<file path="config.mk">
export PLATFORM = sky130hd
export DESIGN_NAME = mem_wb_elastic
export DESIGN_NICKNAME = d
export VERILOG_FILES = /design/src/rtl/mem_wb_elastic_pkg.sv /design/src/rtl/mem_wb_elastic_wb_payload_reg.sv /design/src/rtl/mem_wb_elastic.sv
export SDC_FILE = /design/constraint.sdc
export NUM_CORES = 1
export LEC_CHECK = 0
export CAP_MARGIN = 30
export CORE_UTILIZATION = 45
export DETAILED_ROUTE_END_ITERATION = 8
export PLACE_DENSITY = 0.74
export SYNTH_ARGS = -nofsm -noshare
export SYNTH_HDL_FRONTEND = slang
export SYNTH_HIERARCHICAL = 1
export SYNTH_SLANG_ARGS = --single-unit
</file>
<file path="constraint.sdc">
create_clock -name clk -period 3.5 [get_ports clk]
set_input_delay 0.525 -clock clk [delete_from_list [all_inputs] [get_ports clk]]
set_output_delay 0.525 -clock clk [all_outputs]
set_load 0.02 [all_outputs]
</file>
<file path="src/rtl/mem_wb_elastic_pkg.sv">
// Shared constants and state encoding for the elastic MEM/WB register.
// Imported by the payload register and the top.
package mem_wb_elastic_pkg;

    localparam logic        RstEnable    = 1'b1;
    localparam logic        WriteDisable = 1'b0;
    localparam logic [4:0]  NOPRegAddr   = 5'b00000;
    localparam logic [31:0] ZeroWord     = 32'h0000_0000;

    typedef enum logic [1:0] {
        ST_EMPTY = 2'd0,
        ST_HALF  = 2'd1,
        ST_FULL  = 2'd2
    } state_t;

endpackage

</file>
<file path="src/rtl/mem_wb_elastic_wb_payload_reg.sv">
// One NCH-channel write-back payload register.
// Clear wins over load; the write enable of an address-0 channel is dropped at load.
module wb_payload_reg
    import mem_wb_elastic_pkg::*;
#(
    parameter int ADDR_W        = 5,
    parameter int DATA_W        = 32,
    parameter int NCH           = 2,
    parameter int ZERO_SUPPRESS = 1
) (
    input  logic                  clk,
    input  logic                  rst,
    input  logic                  load_i,
    input  logic                  clear_i,
    input  logic [NCH*ADDR_W-1:0] wd_i,
    input  logic [NCH-1:0]        wreg_i,
    input  logic [NCH*DATA_W-1:0] wdata_i,
    output logic [NCH*ADDR_W-1:0] wd_o,
    output logic [NCH-1:0]        wreg_o,
    output logic [NCH*DATA_W-1:0] wdata_o
);

    logic [NCH*ADDR_W-1:0] wd_q;
    logic [NCH-1:0]        wreg_q;
    logic [NCH-1:0]        wreg_d;
    logic [NCH*DATA_W-1:0] wdata_q;

    always_comb begin
        wreg_d = wreg_i;
        for (int k = 0; k < NCH; k++) begin
            if (ZERO_SUPPRESS != 0 &&
                wd_i[k*ADDR_W +: ADDR_W] == '0) begin
                wreg_d[k] = WriteDisable;
            end
        end
    end

    always_ff @(posedge clk) begin
        if (rst == RstEnable || clear_i) begin
            wd_q    <= '0;
            wreg_q  <= '0;
            wdata_q <= '0;
        end else if (load_i) begin
            wd_q    <= wd_i;
            wreg_q  <= wreg_d;
            wdata_q <= wdata_i;
        end
    end

    assign wd_o    = wd_q;
    assign wreg_o  = wreg_q;
    assign wdata_o = wdata_q;

endmodule

</file>
<file path="src/rtl/mem_wb_elastic.sv">
// Elastic MEM/WB register: main + skid entries behind a valid/ready handshake.
// in_ready is decoded from registered state only, never from out_ready.
module mem_wb_elastic
    import mem_wb_elastic_pkg::*;
#(
    parameter int ADDR_W        = 5,
    parameter int DATA_W        = 32,
    parameter int NCH           = 2,
    parameter int ZERO_SUPPRESS = 1
) (
    input  logic                  clk,
    input  logic                  rst,
    input  logic                  flush,
    input  logic                  in_valid,
    output logic                  in_ready,
    input  logic [NCH*ADDR_W-1:0] in_wd,
    input  logic [NCH-1:0]        in_wreg,
    input  logic [NCH*DATA_W-1:0] in_wdata,
    output logic                  out_valid,
    input  logic                  out_ready,
    output logic [NCH*ADDR_W-1:0] out_wd,
    output logic [NCH-1:0]        out_wreg,
    output logic [NCH*DATA_W-1:0] out_wdata,
    output logic [1:0]            occupancy
);

    state_t state_q, state_d;

    logic in_fire, out_fire;
    logic main_load, main_clr, main_sel_skid;
    logic skid_load, skid_clr;

    logic [NCH*ADDR_W-1:0] skid_wd, main_wd_in;
    logic [NCH-1:0]        skid_wreg, main_wreg_in;
    logic [NCH*DATA_W-1:0] skid_wdata, main_wdata_in;

    assign in_ready  = (state_q != ST_FULL);
    assign out_valid = (state_q != ST_EMPTY);
    assign in_fire   = in_valid & in_ready;
    assign out_fire  = out_valid & out_ready;

    always_comb begin
        unique case (state_q)
            ST_HALF: occupancy = 2'd1;
            ST_FULL: occupancy = 2'd2;
            default: occupancy = 2'd0;
        endcase
    end

    always_ff @(posedge clk) begin
        if (rst == RstEnable) begin
            state_q <= ST_EMPTY;
        end else begin
            state_q <= state_d;
        end
    end

    always_comb begin
        state_d       = state_q;
        main_load     = 1'b0;
        main_clr      = 1'b0;
        main_sel_skid = 1'b0;
        skid_load     = 1'b0;
        skid_clr      = 1'b0;
        if (flush) begin
            state_d  = ST_EMPTY;
            main_clr = 1'b1;
            skid_clr = 1'b1;
        end else begin
            unique case (state_q)
                ST_EMPTY: begin
                    if (in_fire) begin
                        state_d   = ST_HALF;
                        main_load = 1'b1;
                    end
                end
                ST_HALF: begin
                    if (in_fire && out_fire) begin
                        main_load = 1'b1;
                    end else if (in_fire) begin
                        state_d   = ST_FULL;
                        skid_load = 1'b1;
                    end else if (out_fire) begin
                        state_d  = ST_EMPTY;
                        main_clr = 1'b1;
                    end
                end
                ST_FULL: begin
                    if (out_fire) begin
                        state_d       = ST_HALF;
                        main_load     = 1'b1;
                        main_sel_skid = 1'b1;
                        skid_clr      = 1'b1;
                    end
                end
                default: begin
                    state_d  = ST_EMPTY;
                    main_clr = 1'b1;
                    skid_clr = 1'b1;
                end
            endcase
        end
    end

    assign main_wd_in    = main_sel_skid ? skid_wd    : in_wd;
    assign main_wreg_in  = main_sel_skid ? skid_wreg  : in_wreg;
    assign main_wdata_in = main_sel_skid ? skid_wdata : in_wdata;

    wb_payload_reg #(
        .ADDR_W        (ADDR_W),
        .DATA_W        (DATA_W),
        .NCH           (NCH),
        .ZERO_SUPPRESS (ZERO_SUPPRESS)
    ) u_main (
        .clk     (clk),
        .rst     (rst),
        .load_i  (main_load),
        .clear_i (main_clr),
        .wd_i    (main_wd_in),
        .wreg_i  (main_wreg_in),
        .wdata_i (main_wdata_in),
        .wd_o    (out_wd),
        .wreg_o  (out_wreg),
        .wdata_o (out_wdata)
    );

    wb_payload_reg #(
        .ADDR_W        (ADDR_W),
        .DATA_W        (DATA_W),
        .NCH           (NCH),
        .ZERO_SUPPRESS (ZERO_SUPPRESS)
    ) u_skid (
        .clk     (clk),
        .rst     (rst),
        .load_i  (skid_load),
        .clear_i (skid_clr),
        .wd_i    (in_wd),
        .wreg_i  (in_wreg),
        .wdata_i (in_wdata),
        .wd_o    (skid_wd),
        .wreg_o  (skid_wreg),
        .wdata_o (skid_wdata)
    );

endmodule

</file>
==> flow_summary.json <==
{
  "outcome": "finished, final reports clean",
  "p_clk_share_pct": 46.0,
  "grt-ovfl-total": 0,
  "coreArea_um2": 14100,
  "comb_power_share_pct": 9.3,
  "p_seq_share_pct": 44.7,
  "rows": 43,
  "synth_top_family_by_area": "multiplexers",
  "r2r-start": "state_q[0]$_SDFFE_PP0P_",
  "swShare_pct": 21.5,
  "rsz0062_at_grt": "false",
  "ys_seq_elements": 154,
  "ir_drop_mv": 0.320,
  "vias": 4787,
  "avgViaCountPerCell": 5.09,
  "pwr_density_cell_nw_per_um2": 454,
  "fmax_mhz": 382,
  "synthArstFlopShare_pct": 0,
  "muxShareOfSynthArea_pct": 35.5,
  "power.switching_uw": 859,
  "ios": 161,
  "p_int_uw": 3140,
  "synth_nets": 688,
  "critPathLaunchType": "input pin",
  "synth_cells": 607,
  "placement.io_buffers": 160,
  "place_congestion": 0.777,
  "p_total_uw": 4000,
  "min_from": "u_skid/wreg_o[1]$_SDFFE_PP0P_",
  "cts_buffers": 17,
  "htreeDepth": 4,
  "setup_viol_count_final": 0,
  "crit_fanout": 24,
  "grt_max_degree": 79,
  "synth_area_um2": 6590,
  "cts.sinks": 154,
  "dp_hpwl_mm": 9.85,
  "grt_pass1_wl_mm": 23.5,
  "synth_most_common_cell": "dfxtp_1",
  "p_leak_uw": 0.00301,
  "grt_pass1_vias": 4943,
  "path_clk_slew_ns": 0.06,
  "path_cells": "clkdlybuf4s50_1, nor3b_4, buf_4, mux2_2, or4_4, o211ai_2, a21oi_1",
  "yosys-top-cells-count": "154 x dfxtp_1, 148 x mux2i_1, 148 x nor2_1, 40 x mux2_1, 36 x mux2_2",
  "end_kind": "register",
  "fill_cells": 1170,
  "post-place-ws_ns": 0.428,
  "drc": 0,
  "die_h_um": 123,
  "avgSynthCellArea_um2": 10.9,
  "cts_hold_buf": 0,
  "areaGrowthSynthToFinish_pct": 33.6,
  "ctsLongestPathBuffers": 2,
  "yosys_warnings": 6,
  "critPathBufInv": 2,
  "maxSlewViolCount": 0,
  "worst_pin_slew_ns": 0.837,
  "fin_skew_ns": 0.00863,
  "crit_type": "in -> reg",
  "hp-class": "reg -> reg",
  "slowest_stage": "clkdlybuf4s50_1",
  "cts_tree": "built",
  "synthSimpleGateAreaFrac_pct": 11.0,
  "synth_top_area_share_pct": 46.8,
  "firstDrtPassIters": 6,
  "layout-drive-gt1-share_pct": 11.4,
  "critical_path_cell_count": 7,
  "clk_latency_ns": 0.42,
  "crit_family": "buffers and inverters",
  "ys_types": 26,
  "ant_nets": 0,
  "crit_path_start": "flush",
  "post_cts.repair.setup_buffers": 0,
  "slowest_delay_ns": 0.57,
  "start_util_pct": 46.7,
  "fin_cells": 940,
  "insertedDiodeCount": 0,
  "wl_per_cell_um": 16.0,
  "crit_required_ns": 3.80,
  "clock-root-buffer": "clkbuf_16",
  "drt_iter0_drc": 175,
  "synth_edf_count": 0,
  "fin_nets": 831,
  "finalSetupTns_ns": 0,
  "ys_seq_area_share_pct": 46.8,
  "final.min_clock_period_ns": 2.62,
  "synth_ff_type": "dfxtp_1",
  "cts_resized": 0,
  "die_x_um": 123,
  "antenna_found_initial": 0,
  "yosysTopAreaCell": "dfxtp_1",
  "post-route-period-util_pct": 74.9,
  "synth_adder_area_share_pct": 0,
  "dp_cells": 911,
  "synth_xor_area_share_pct": 0,
  "worst_slack_ns": 0.879,
  "hold_viol": 0,
  "hold_path_depth": 2,
  "relSlewSlack_pct": 44.2,
  "maxCapViolations": 0,
  "synth_compound_area_share_pct": 1.56,
  "reg2reg_depth": 7,
  "routed_wirelength_mm": 15.0,
  "dieArea_um2": 15100,
  "arrival_ns": 2.92,
  "yosys-top-cells-area": "dfxtp_1 47%, mux2i_1 22%, nor2_1 8.4%",
  "grt_usage_pct": 20.4
}
-- stage by stage --
step | hold slack, ns | utilization [%] | cell area (µm²)
3_5_place_dp | 0.468 | 58.3 | 8210
5_1_grt | 0.486 | 62.5 | 8800
4_1_cts | 0.476 | 62.5 | 8800
2_1_floorplan | 0.441 | - | 6590
3_3_place_gp | 0.452 | 58.3 | 8210
6_report | 0.474 | 62.5 | 8800
-- final cells by class --
| type | count | area [µm²] | share of cell area, % |
|---|---|---|---|
| multi-input cells | 408 | 3190 | 36.2 |
| well taps | 180 | 225 | 2.56 |
| repair buffers | 168 | 1710 | 19.4 |
| inverters | 1 | 3.75 | 0.0426 |
| clock inverters | 8 | 120 | 1.36 |
| clock buffers | 21 | 470 | 5.34 |
| flip-flops and latches | 154 | 3080 | 35.0 |
-- power groups by stage --
stage                     Combinational [µW]  Sequential [µW]  Clock [µW]
after floorplan                          176             1850           0
after global placement                   364             1830           0
after detailed placement                 372             1830           0
after CTS                                374             1790        1880
after global routing                     396             1790        1960
final                                    370             1790        1840
-- cells in the final DEF, fill, tap and decap left out, types with 2 or more instances in the layout --
cell / netlist / layout
a21oi_1: 5 / 4
buf_12: 0 / 4
buf_4: 5 / 4
bufinv_16: 0 / 3
clkbuf_16: 0 / 17
clkbuf_8: 0 / 3
clkdlybuf4s50_1: 0 / 160
clkinv_2: 0 / 3
clkinvlp_4: 0 / 2
dfxtp_1: 154 / 154
mux2_1: 40 / 40
mux2_2: 36 / 36
mux2i_1: 148 / 148
nand2b_1: 7 / 7
nand3b_1: 2 / 2
nor2_1: 148 / 148
nor2b_1: 2 / 2
o211ai_2: 4 / 4
o21ai_0: 2 / 2
or2_2: 1 / 3
or4_4: 4 / 4
-- registers in the layout, summed over array words and instances, names as in the netlist --
register        flops
state_q             2
u_main/wd_o        10
u_main/wdata_o     64
u_main/wreg_o       2
u_skid/wd_o        10
u_skid/wdata_o     64
u_skid/wreg_o       2
-- worst min-delay path, delay by kind of cell (launching register included) --
kind	cells	cell delay [ns]
DFF	1	0.31
and+or+nand+nor	1	0.06
AOI/OAI and AO/OA	1	0.05
-- per-layer routing --
layer / wire [µm] / track usage, %
met2: 7630 / 36.8
met3: 686 / 6.04
met5: 0 / 0
met1: 6410 / 21.9
met4: 292 / 8.96
-- worst paths after layout --
kind | end | slack [ns]
worst min register to register | u_skid/wreg_o[1]$_SDFFE_PP0P_ | 0.47
worst max register to register | u_main/wreg_o[0]$_SDFFE_PP0P_ | 1.02
worst min-delay path | u_skid/wreg_o[1]$_SDFFE_PP0P_ | 0.47
worst max-delay path | u_main/wreg_o[0]$_SDFFE_PP0P_ | 0.88
-- cells by family (layout without fill, tap and decap cells) --
kind of cell           Yosys count  in the layout
multiplexers                   224            224
buffers and inverters           45            198
flip-flops                     154            154
AND/OR/NAND/NOR                171            171
AO/OA/AOI/OAI                   13             13
(Power assumes the default switching activity.)
